**src/rtl/writeback_queue.sv**
```systemverilog
// writeback_queue: in-order write-back buffer in front of the single register
// file write port. Load and ALU results arrive over valid/ready handshakes.
// When both arrive in the same cycle, the load result is the older entry.
// Exactly one entry retires per cycle whenever the queue is non-empty.
// Optional feature macro: WBQ_BYPASS_EN adds a combinational youngest-match
// forwarding lookup over the stored entries.
module writeback_queue #(
  parameter int dtype    = 16,
  parameter int nregs    = 8,
  parameter int addr_len = $clog2(nregs),
  parameter int depth    = 4
) (
  input  logic                       clock,
  input  logic                       reset,
  input  logic                       mem_valid,
  output logic                       mem_ready,
  input  logic [addr_len-1:0]        mem_addr,
  input  logic [dtype-1:0]           mem_data,
  input  logic                       alu_valid,
  output logic                       alu_ready,
  input  logic [addr_len-1:0]        alu_addr,
  input  logic [dtype-1:0]           alu_data,
`ifdef WBQ_BYPASS_EN
  input  logic [addr_len-1:0]        rX_address,
  input  logic [addr_len-1:0]        rY_address,
  output logic                       fwd_x_hit,
  output logic                       fwd_y_hit,
  output logic [dtype-1:0]           fwd_x,
  output logic [dtype-1:0]           fwd_y,
`endif
  output logic                       we,
  output logic [addr_len-1:0]        rZ_address,
  output logic [dtype-1:0]           rZ,
  output logic [$clog2(depth):0]     count,
  output logic                       full,
  output logic                       empty
);

  localparam int ptr_w = $clog2(depth);
  localparam int cnt_w = ptr_w + 1;

  logic [addr_len-1:0] addr_q [depth];
  logic [dtype-1:0]    data_q [depth];
  logic [ptr_w-1:0]    wr_ptr;
  logic [ptr_w-1:0]    rd_ptr;
  logic [cnt_w-1:0]    count_q;

  logic [cnt_w-1:0]    free_slots;
  logic                mem_push;
  logic                alu_push;
  logic                pop;
  logic [cnt_w-1:0]    push_cnt;
  logic [ptr_w-1:0]    alu_slot;

  // Readiness looks only at the registered occupancy; the slot freed by this
  // cycle's retirement is deliberately not credited. The ALU side reserves
  // room for a load that is offered in the same cycle.
  assign free_slots = cnt_w'(depth) - count_q;
  assign mem_ready  = (free_slots != '0);
  assign alu_ready  = mem_valid ? (free_slots >= cnt_w'(2)) : (free_slots != '0);

  // Register 0 results complete their handshake but are never stored.
  assign mem_push = mem_valid && mem_ready && (mem_addr != '0);
  assign alu_push = alu_valid && alu_ready && (alu_addr != '0);
  assign pop      = (count_q != '0);
  assign push_cnt = cnt_w'(mem_push) + cnt_w'(alu_push);
  assign alu_slot = wr_ptr + ptr_w'(mem_push);

  // Pointer and occupancy bookkeeping; pointers wrap naturally modulo depth.
  always_ff @(posedge clock or negedge reset) begin
    if (!reset) begin
      wr_ptr  <= '0;
      rd_ptr  <= '0;
      count_q <= '0;
    end else begin
      wr_ptr  <= wr_ptr + ptr_w'(push_cnt);
      rd_ptr  <= rd_ptr + ptr_w'(pop);
      count_q <= count_q + push_cnt - cnt_w'(pop);
    end
  end

  // Entry storage: the load result takes the first free slot, the ALU result the next.
  always_ff @(posedge clock or negedge reset) begin
    if (!reset) begin
      for (int i = 0; i < depth; i++) begin
        addr_q[i] <= '0;
        data_q[i] <= '0;
      end
    end else begin
      if (mem_push) begin
        addr_q[wr_ptr] <= mem_addr;
        data_q[wr_ptr] <= mem_data;
      end
      if (alu_push) begin
        addr_q[alu_slot] <= alu_addr;
        data_q[alu_slot] <= alu_data;
      end
    end
  end

  // The retire port is driven only from storage; it is zeroed while the queue is empty.
  always_comb begin
    we         = pop;
    rZ_address = '0;
    rZ         = '0;
    if (pop) begin
      rZ_address = addr_q[rd_ptr];
      rZ         = data_q[rd_ptr];
    end
  end

  assign count = count_q;
  assign full  = (count_q == cnt_w'(depth));
  assign empty = (count_q == '0);

`ifdef WBQ_BYPASS_EN
  // Walk occupied entries from oldest to youngest so the last match wins;
  // the head still counts even though it retires this cycle.
  always_comb begin
    logic [ptr_w-1:0] slot;
    fwd_x_hit = 1'b0;
    fwd_y_hit = 1'b0;
    fwd_x     = '0;
    fwd_y     = '0;
    slot      = '0;
    for (int i = 0; i < depth; i++) begin
      slot = rd_ptr + ptr_w'(i);
      if (cnt_w'(i) < count_q) begin
        if ((rX_address != '0) && (addr_q[slot] == rX_address)) begin
          fwd_x_hit = 1'b1;
          fwd_x     = data_q[slot];
        end
        if ((rY_address != '0) && (addr_q[slot] == rY_address)) begin
          fwd_y_hit = 1'b1;
          fwd_y     = data_q[slot];
        end
      end
    end
  end
`endif

endmodule

```
**config.mk**
```make
export PLATFORM = sky130hd
export DESIGN_NAME = writeback_queue
export DESIGN_NICKNAME = d
export VERILOG_FILES = /design/src/rtl/writeback_queue.sv
export SDC_FILE = /design/constraint.sdc
export NUM_CORES = 1
export LEC_CHECK = 0
export CAP_MARGIN = 20
export CORE_MARGIN = 2
export CORE_UTILIZATION = 50
export CTS_CLUSTER_SIZE = 28
export DETAILED_ROUTE_END_ITERATION = 8
export PLACE_DENSITY = 0.77
export SYNTH_ARGS = -nofsm -noshare
export SYNTH_HDL_FRONTEND = slang
export SYNTH_SLANG_ARGS = --single-unit
```
**constraint.sdc**
```tcl
create_clock -name clock -period 2.7 [get_ports clock]
set_input_delay 0.54 -clock clock [delete_from_list [all_inputs] [get_ports clock]]
set_output_delay 0.54 -clock clock [all_outputs]
set_load 0.01 [all_outputs]
```
# ---- Word-level counts from Yosys, hierarchy flattened
# Cells that the tools add are included.
dict set report word_totals {
  register_bits 83
  latchBits 0
  ram_bits 0
  rom_bits 0
  in_bits 42
  out_inout_bits 27
  word_cells 64
  mem_count 0
}
dict set report op_classes {
  n_addsub 7
  multipliers 0
  n_div 0
  magnitude_cmp 6
  n_eq_ne 1
  n_shift 0
  mux 25
  bitwise_logic 3
  n_reduce_logical 11
}
# op count
set op_table {}
lappend op_table {{64-bit bitwise mux} 2}
lappend op_table {{64-bit 2-to-1 mux} 2}
lappend op_table {{16-bit 2-to-1 mux} 5}
lappend op_table {{16-bit demux with 2-bit select} 2}
lappend op_table {{16-bit binary-select mux with 2-bit select} 1}
lappend op_table {{12-bit bitwise mux} 2}
lappend op_table {{12-bit 2-to-1 mux} 2}
lappend op_table {{3-bit 2-to-1 mux} 5}
lappend op_table {{3-bit demux with 2-bit select} 2}
lappend op_table {{3-bit nonzero test} 4}
lappend op_table {{3-bit >= comparator, second input constant} 3}
lappend op_table {{2-bit inverter with 3-bit output} 3}
lappend op_table {{3-bit binary-select mux with 2-bit select} 1}
lappend op_table {{1-bit logical AND} 6}
lappend op_table {{3-bit by 1-bit less-than comparator with 1-bit output, second input constant} 2}
lappend op_table {{2-bit by 1-bit adder with 2-bit output} 2}
lappend op_table {{3-bit by 2-bit adder with 3-bit output} 1}
lappend op_table {{3-bit == test, second input constant} 1}
lappend op_table {{3-bit by 2-bit >= comparator with 1-bit output, second input constant} 1}
lappend op_table {{3-bit zero test} 1}
lappend op_table {{3-bit by 1-bit subtractor with 3-bit output} 1}
lappend op_table {{3-bit subtractor, first input constant} 1}
lappend op_table {{1-bit by 1-bit adder with 2-bit output} 1}
lappend op_table {{2-bit adder} 1}
lappend op_table {{1-bit 2-to-1 mux} 1}

# ---- Logic depth before layout (Yosys ltp)
# Gate-level depths: netlist of run 1.
dict set report depth {
  word_depth 12
  mapped_depth 12
  depth_no_buf 12
}

# ---- Worst setup path after synthesis of run 1
# Ideal clock, no wire load.
dict set report synth_path {
  kind {reg2reg}
  from {register count_q[0] (netlist: count[0])}
  to {register count_q[2] (netlist: count[2])}
  setup_time_ps 123
  arrival_time_ps 2625
  required_ps 2577
  path_slack_ps -47
  stages_incl_launch_ff 13
  path_buffers 0
  synth_period_minus_slack_ps 2747
  path_cell_list {dfrtp_1 -> inv_1 -> ha_1 -> ha_1 -> nor3b_1 -> a211oi_2 -> ha_1 -> inv_1 -> ha_1 -> inv_1 -> ha_1 -> fa_1 -> xnor2_1}
}
dict set report synth_between {
  elab_chain_len 8
  word_cells_on_any_way 12
  classes_between {add/sub: 4; order compare: 1; mux: 1; reduce/logical: 6}
}
# element line
set synth_rtl {}
lappend synth_rtl {{start, declared} 46} ;# logic [cnt_w-1:0] count_q;
lappend synth_rtl {{start signal, assigned} 78} ;# count_q <= count_q + push_cnt - cnt_w'(pop);
lappend synth_rtl {{3-bit subtractor} 58} ;# assign free_slots = cnt_w'(depth) - count_q;
lappend synth_rtl {{3-bit by 2-bit >= comparator with 1-bit output or 3-bit nonzero test (tied branches)} {60, 59}}
lappend synth_rtl {{1-bit 2-to-1 mux} 60} ;# assign alu_ready = mem_valid ? (free_slots >= cnt_w'(2)) : (free_slots != '0);
lappend synth_rtl {{1-bit logical AND (2 in series)} 64} ;# assign alu_push = alu_valid && alu_ready && (alu_addr != '0);
lappend synth_rtl {{1-bit by 1-bit adder with 2-bit output} 66} ;# assign push_cnt = cnt_w'(mem_push) + cnt_w'(alu_push);
lappend synth_rtl {{3-bit by 2-bit adder with 3-bit output} 78}
lappend synth_rtl {{3-bit by 1-bit subtractor with 3-bit output (*)} 78}
# Mark *: on every way between the ends. The rest lies on a longest branch, timed or not.

# ---- Final worst setup path of run 1
dict set report layout_path {
  from {register count_q[0] (netlist: count[0])}
  to {register count_q[1] (netlist: count[1])}
}
# The elaborated chain is that of the path after synthesis.

==> results_dict.tcl, run 1 <==
set metrics [dict create \
    powerDensity_nw_per_um2 1290 \
    routabilityCongestion 0.765 \
    synth-seq-area-share_pct 41.4 \
    yosys.area.top_type_share_pct 41.4 \
    internal_power_w 0.00569 \
    syn_to_final_growth_pct 28.3 \
    tightestPinTransition_ns 0.441 \
    cts_root_buf "clkbuf_8" \
    rr_worst_depth 11 \
    reg2reg_slack_ns 0.09 \
    p_total_w 0.00831 \
    coreArea_sq_um 9770 \
    vias 3143 \
    drt_iter0_markers 80 \
    grt_max_degree 53 \
    synth_area_leaders "dfrtp_1, mux2_2, mux2_4, mux4_2, ha_1" \
    htree_num_levels 3 \
    vdd_drop_max_v 0.000633 \
    finalNonFillerCells 575 \
    synth-compound-area-share_pct 0.499 \
    ys_warn_count 0 \
    drt-total-wl_mm 11.6 \
    slowest_stage "fa_2" \
    dr.pass1.iters 4 \
    synth_fa_ha_area_share_pct 3.15 \
    rows 36 \
    crit_fanout 2 \
    final-hold-violation-count 0 \
    fillers 713 \
    numCtsBuffers 9 \
    maxSlewHeadroom_pct 70.6 \
    hpwl_mm 7.68 \
    grt_first_pass_wirelength_mm 18.6 \
    clkSlewWorstSetupHoldPaths_ns 0.09 \
    nets 492 \
    comb_power_share_pct 59.8 \
    end_kind "flop" \
    die_w_microns 104 \
    synth_top_family_by_area "multiplexers" \
    dpl-instance-area_sq_um 6100 \
    pwr-share-seq_pct 27.4 \
    synth_xor_area_share_pct 1.22 \
    yosysUniqueCellTypes 30 \
    die_h_microns 104 \
    syn_nets 395 \
    grt_pass1_vias 3441 \
    critPathLaunchType "flop" \
    overflow 0 \
    synth-simple-area-share_pct 4.47 \
    p_leak_nw 2.93 \
    wl_per_cell_microns 20.1 \
    critical_path_required_ns 2.99 \
    timing.final.ws_setup_ns 0.0906 \
    postSynthAreaPerCell_sq_um 14.7 \
    worstSetupPathType "reg2reg" \
    syn_inst 341 \
    r2r-end "count[1]" \
    ys_seq_elements 83 \
    crit_buf_inv 3 \
    min_period_ns 2.61 \
    clock_skew_ns 0.00950 \
    cpPeakStageDelay_ns 0.51 \
    slew_viol_final 0 \
    cp.arrival_ns 2.90 \
    setup_viol 0 \
    track_usage_pct 22.0 \
    initial_core_util_pct 51.3 \
    holdCritPathClass "in2async" \
    antenna_found_initial 0 \
    cts_tree "done" \
    clkLatencyLatePin_ns 0.36 \
    yosys.area.top_type "dfrtp_1" \
    hold_buffers 0 \
    portBuffers 68 \
    worstPathCellList "inv_1, ha_2, ha_1, nor3b_4, a211oi_2, ha_1, inv_1, ha_1, inv_1, ha_2, fa_2" \
    clkPwrFrac_pct 12.9 \
    timing.fmax_ghz 0.383 \
    sw_frac_of_total_pct 31.5 \
    syn-cell-area_sq_um 5010 \
    clock-sinks 83 \
    synthMuxAreaShare_pct 45.7 \
    rr_startpoint "count[0]" \
    layout-drive-gt1-share_pct 51.6 \
    clock_path_buffers 2 \
    dp.cells 558 \
    avgViaCountPerCell 5.47 \
    ant_nets 0 \
    power_switching_w 0.00261 \
    die-area_sq_um 10800 \
    io-pin-count 69 \
    status "finished, final reports clean" \
    maxCapViolCount 0 \
    final_area_sq_um 6430 \
    timing.final.crit_share_pct 96.6 \
    drc 0 \
    antennaDiodeCount 0 \
    pre_cts_slack_ns -0.278 \
    cp_top_family "adder cells" \
]
==> metrics by stage <==
| stage | utilization (%) | setup TNS (ns) | hold WS [ns] |
|---|---|---|---|
| 6_report | 65.8 | 0 | 0.109 |
| 5_1_grt | 65.8 | -0.00402 | 0.122 |
| 4_1_cts | 64.7 | -0.0286 | 0.117 |
| 3_5_place_dp | 62.4 | -8.67 | 0.510 |
| 3_3_place_gp | 62.4 | -5.94 | 0.510 |
| 2_1_floorplan | - | 0 | 0.244 |
==> worst max path at each step <==
stage / cells after the start / to / startpoint
floorplan: 12 / count[2] / count[0]
global placement: 10 / count[2] / alu_addr[0]
detailed placement: 10 / count[2] / alu_addr[0]
CTS: 12 / count[2] / count[0]
global route: 12 / count[2] / count[0]
finish: 11 / count[1] / count[0]
==> worst reg2reg max path: stages (launching register included) <==
cell	delay [ns]
dfrtp_1	0.35
inv_1	0.07
ha_2	0.19
ha_1	0.27
nor3b_4	0.22
a211oi_2	0.11
ha_1	0.31
inv_1	0.05
ha_1	0.27
inv_1	0.04
ha_2	0.17
fa_2	0.51
==> what timing repair did <==
action / CTS / global route
buffers inserted: 0 / 1
pin swaps: 0 / 2
endpoints found under the setup margin: 7 / 65
cloned: 0 / 1
resized for setup: 7 / 25
==> per-layer routing <==
metal	vias up	global-route usage, %	share of wire [%]	wire length [microns]
li1	1442	-	-	-
met1	1633	29.9	45	5240
met2	59	36.2	51	5880
met3	9	4.07	3.0	345
met4	0	6.08	0.96	111
met5	-	0	0	0
==> synthesized netlist by cell type, drive strengths merged <==
cell type	n
clkbuf	4
dfrtp	83
xnor2	5
a21oi	1
fa	1
nand2b	1
nand2	3
o31ai	1
nor3	2
a211oi	1
nor2	3
or4	1
inv	10
mux2	152
ha	11
buf	16
xor2	2
or4b	2
mux4	19
nor2b	1
and2	19
and3	2
nor3b	1
==> cell type report <==
| class | count | area, sq um | area share (%) |
|---|---|---|---|
| clock buffers | 10 | 128 | 1.98 |
| clock inverters | 5 | 103 | 1.60 |
| well taps | 133 | 166 | 2.59 |
| multi-input cells | 228 | 2800 | 43.6 |
| inverters | 10 | 37.5 | 0.584 |
| repair buffers | 106 | 1120 | 17.4 |
| flip-flops and latches | 83 | 2080 | 32.3 |
==> state kept, by name (all words and copies together), names as in the netlist <==
| register | count |
|---|---|
| addr_q | 12 |
| count | 3 |
| data_q | 64 |
| wr_ptr | 2 |
| rd_ptr | 2 |
==> logic make-up (layout without fill, tap and decap cells) <==
group           after synthesis  after routing
buf+inv                      30            131
xor+xnor                      7              7
mux                         171            171
simple gates                 35             35
compound gates                3              3
fa+ha+maj                    12             12
flops                        83             83
==> power groups by stage <==
stage	combinational (W)	sequential [W]	clock, W
final	0.00496	0.00227	0.00107
after global routing	0.00533	0.00235	0.00113
after CTS	0.00498	0.00227	0.00108
after detailed placement	0.00501	0.00229	0
after global placement	0.00487	0.00225	0
after floorplan	0.00338	0.00217	0
==> placed cells by master, fill, tap and decap left out, types with 2 or more instances in the layout <==
cell type | synthesis | final
xnor2_1 | 5 | 5
buf_12 | 1 | 8
mux2_2 | 103 | 103
ha_1 | 11 | 9
nand2_1 | 3 | 3
clkdlybuf4s50_1 | 0 | 47
ha_2 | 0 | 2
dlymetal6s2s_1 | 0 | 14
buf_4 | 1 | 28
mux4_2 | 19 | 19
bufinv_16 | 0 | 3
mux2_1 | 9 | 9
and2_1 | 19 | 19
inv_1 | 10 | 9
nor2_1 | 3 | 2
dfrtp_1 | 83 | 83
dlygate4sd2_1 | 0 | 6
clkbuf_8 | 0 | 9
mux2_4 | 40 | 40
Note: power is estimated with default switching activity, not from simulation.
==> run 2, diff against run 1 <==
--- a/config.mk
+++ b/config.mk
@@ -10,7 +10,7 @@
 export CORE_UTILIZATION = 50
 export CTS_CLUSTER_SIZE = 28
 export DETAILED_ROUTE_END_ITERATION = 8
-export PLACE_DENSITY = 0.77
+export PLACE_DENSITY_LB_ADDON = 0.08
 export SYNTH_ARGS = -nofsm -noshare
 export SYNTH_HDL_FRONTEND = slang
 export SYNTH_SLANG_ARGS = --single-unit
==> run 2 against run 1 <==
  * Final area down 1.6%
  * Fmax down 0.22%
  * Combinational power down 4%
  * Global-route usage up 0.16 points
  * Utilization down 1.1 points
  * Non-clock buffer count up 1
  * Clock power down 11%
  * Critical path type unchanged
==> results_dict.tcl, run 2 (synthesis results as in run 1) <==
set metrics [dict create \
    hold_buffers 0 \
    layout-drive-gt1-share_pct 52.0 \
    dp.cells 560 \
    slew_viol_final 0 \
    cp.arrival_ns 2.86 \
    holdCritPathClass "in2async" \
    initial_core_util_pct 51.3 \
    clock_skew_ns 0.00888 \
    rsz0062_at_grt "true" \
    worstSetupPathType "reg2reg" \
    antenna_found_initial 0 \
    track_usage_pct 22.1 \
    powerDensity_nw_per_um2 1260 \
    cts_root_buf "clkbuf_8" \
    status "finished, final reports clean" \
    rr_startpoint "count[0]" \
    ant_nets 0 \
    drt-total-wl_mm 11.0 \
    drt_iter0_markers 116 \
    top_register "data_q" \
    r2r-end "data_q[18]" \
    maxCapViolCount 0 \
    p_leak_nw 2.79 \
    crit_fanout 14 \
    htree_num_levels 3 \
    coreArea_sq_um 9770 \
    clkSlewWorstSetupHoldPaths_ns 0.09 \
    rr_worst_depth 9 \
    layout_common_cells "mux2_2, dfrtp_1, clkdlybuf4s50_1, mux2_4, buf_4" \
    tightestPinTransition_ns 0.447 \
    timing.final.crit_share_pct 96.9 \
    hpwl_mm 7.43 \
    final-hold-violation-count 0 \
    hold-worst-slack_ns 0.110 \
    io-pin-count 69 \
    clock-sinks 83 \
    die-area_sq_um 10800 \
    timing.fmax_ghz 0.382 \
    grt_max_degree 53 \
    rows 36 \
    setup-tns-final_ns 0 \
    critPathLaunchType "flop" \
    antennaDiodeCount 0 \
    drc 0 \
    finalNonFillerCells 577 \
    numCtsBuffers 9 \
    die_w_microns 104 \
    vias 3084 \
    setup_viol 0 \
    grt_pass1_vias 3318 \
    critical_path_required_ns 2.95 \
    clkLatencyLatePin_ns 0.36 \
    wl_per_cell_microns 19.1 \
    maxSlewHeadroom_pct 70.2 \
    syn_to_final_growth_pct 26.3 \
    reg2reg_slack_ns 0.08 \
    min_period_ns 2.62 \
    dr.pass1.iters 4 \
    end_kind "flop" \
    fillers 797 \
    avgViaCountPerCell 5.34 \
    vdd_drop_max_v 0.000534 \
    portBuffers 68 \
    clock_path_buffers 2 \
    nets 493 \
    largest_reg_flops 64 \
    grt_first_pass_wirelength_mm 18.4 \
    routabilityCongestion 0.746 \
    overflow 0 \
    die_h_microns 104 \
    final_common_cell "mux2_2" \
    cts_tree "done" \
]
run 2: changes by cell type in the layout (fill, tap and decap cells not counted), sizes merged:
cell / change
inv: +1
buf: +2
bufinv: -2
dlygate4sd2: +14
clkinvlp: +1
dlymetal6s2s: -14
run 2: layer usage:
layer / routed length (microns) / global-route usage [%] / vias up
met1: 5050 / 29.5 / 1578
met4: 104 / 5.31 / 0
met3: 425 / 5.64 / 9
li1: - / - / 1447
met2: 5450 / 36.4 / 50
met5: 0 / 0 / -
run 2: what timing repair did:
| action | in CTS | in global routing |
|---|---|---|
| hold endpoints to repair | 0 | 0 |
| pin swaps | 2 | 6 |
| resized for setup | 23 | 8 |
| endpoints found under the setup margin | 21 | 60 |
| buffers inserted | 0 | 1 |
run 2: worst max-delay path: stages, from the launching register on:
cell	delay (ns)
dfrtp_1	0.39
inv_2	0.07
ha_4	0.16
ha_1	0.21
nand2b_2	0.20
buf_4	0.14
or4b_1	0.54
buf_12	0.20
mux2_1	0.32
mux2_2	0.26
run 2: power by group:
part	switching (W)	internal (W)	total, W
Sequential	0.000346	0.00191	0.00226
Combinational	0.00174	0.00303	0.00477
Clock	0.000470	0.000480	0.000949
run 2: stage by stage:
step	power, W	util [%]	worst slack (ns)	area (sq um)
2_1_floorplan	0.00555	-	0.0275	5020
3_3_place_gp	0.00712	62.3	-0.165	6090
3_5_place_dp	0.00723	62.3	-0.233	6090
4_1_cts	0.00802	64.3	0.0202	6290
5_1_grt	0.00857	64.7	-0.0205	6330
6_report	0.00798	64.7	0.0848	6330
run 2: cell type report:
type / count / area, sq um / area share [%]
Tap cell: 133 / 166 / 2.63
Timing Repair Buffer: 107 / 1020 / 16.2
Multi-Input combinational cell: 228 / 2810 / 44.4
Clock inverter: 5 / 58.8 / 0.929
Sequential cell: 83 / 2080 / 32.8
Clock buffer: 11 / 151 / 2.39
Inverter: 10 / 37.5 / 0.593
run 2: worst max path at each step:
| stage | from | endpoint | slack (ns) | cells past startpoint |
|---|---|---|---|---|
| after floorplan | count[0] | count[2] | 0.03 | 12 |
| after global placement | alu_addr[0] | count[2] | -0.17 | 10 |
| after detailed placement | alu_addr[2] | count[2] | -0.23 | 10 |
| after CTS | count[0] | count[1] | 0.02 | 11 |
| after global routing | count[0] | count[1] | -0.02 | 11 |
| final | count[0] | data_q[18] | 0.08 | 9 |
==> run 3, diff against run 2 <==
--- a/config.mk
+++ b/config.mk
@@ -10,6 +10,7 @@
 export CORE_UTILIZATION = 50
 export CTS_CLUSTER_SIZE = 28
 export DETAILED_ROUTE_END_ITERATION = 8
+export HOLD_SLACK_MARGIN = 0.06
 export PLACE_DENSITY_LB_ADDON = 0.08
 export SYNTH_ARGS = -nofsm -noshare
 export SYNTH_HDL_FRONTEND = slang
==> results of run 3 <==
No change in the layout: final DEF, timing and power equal those of run 2.
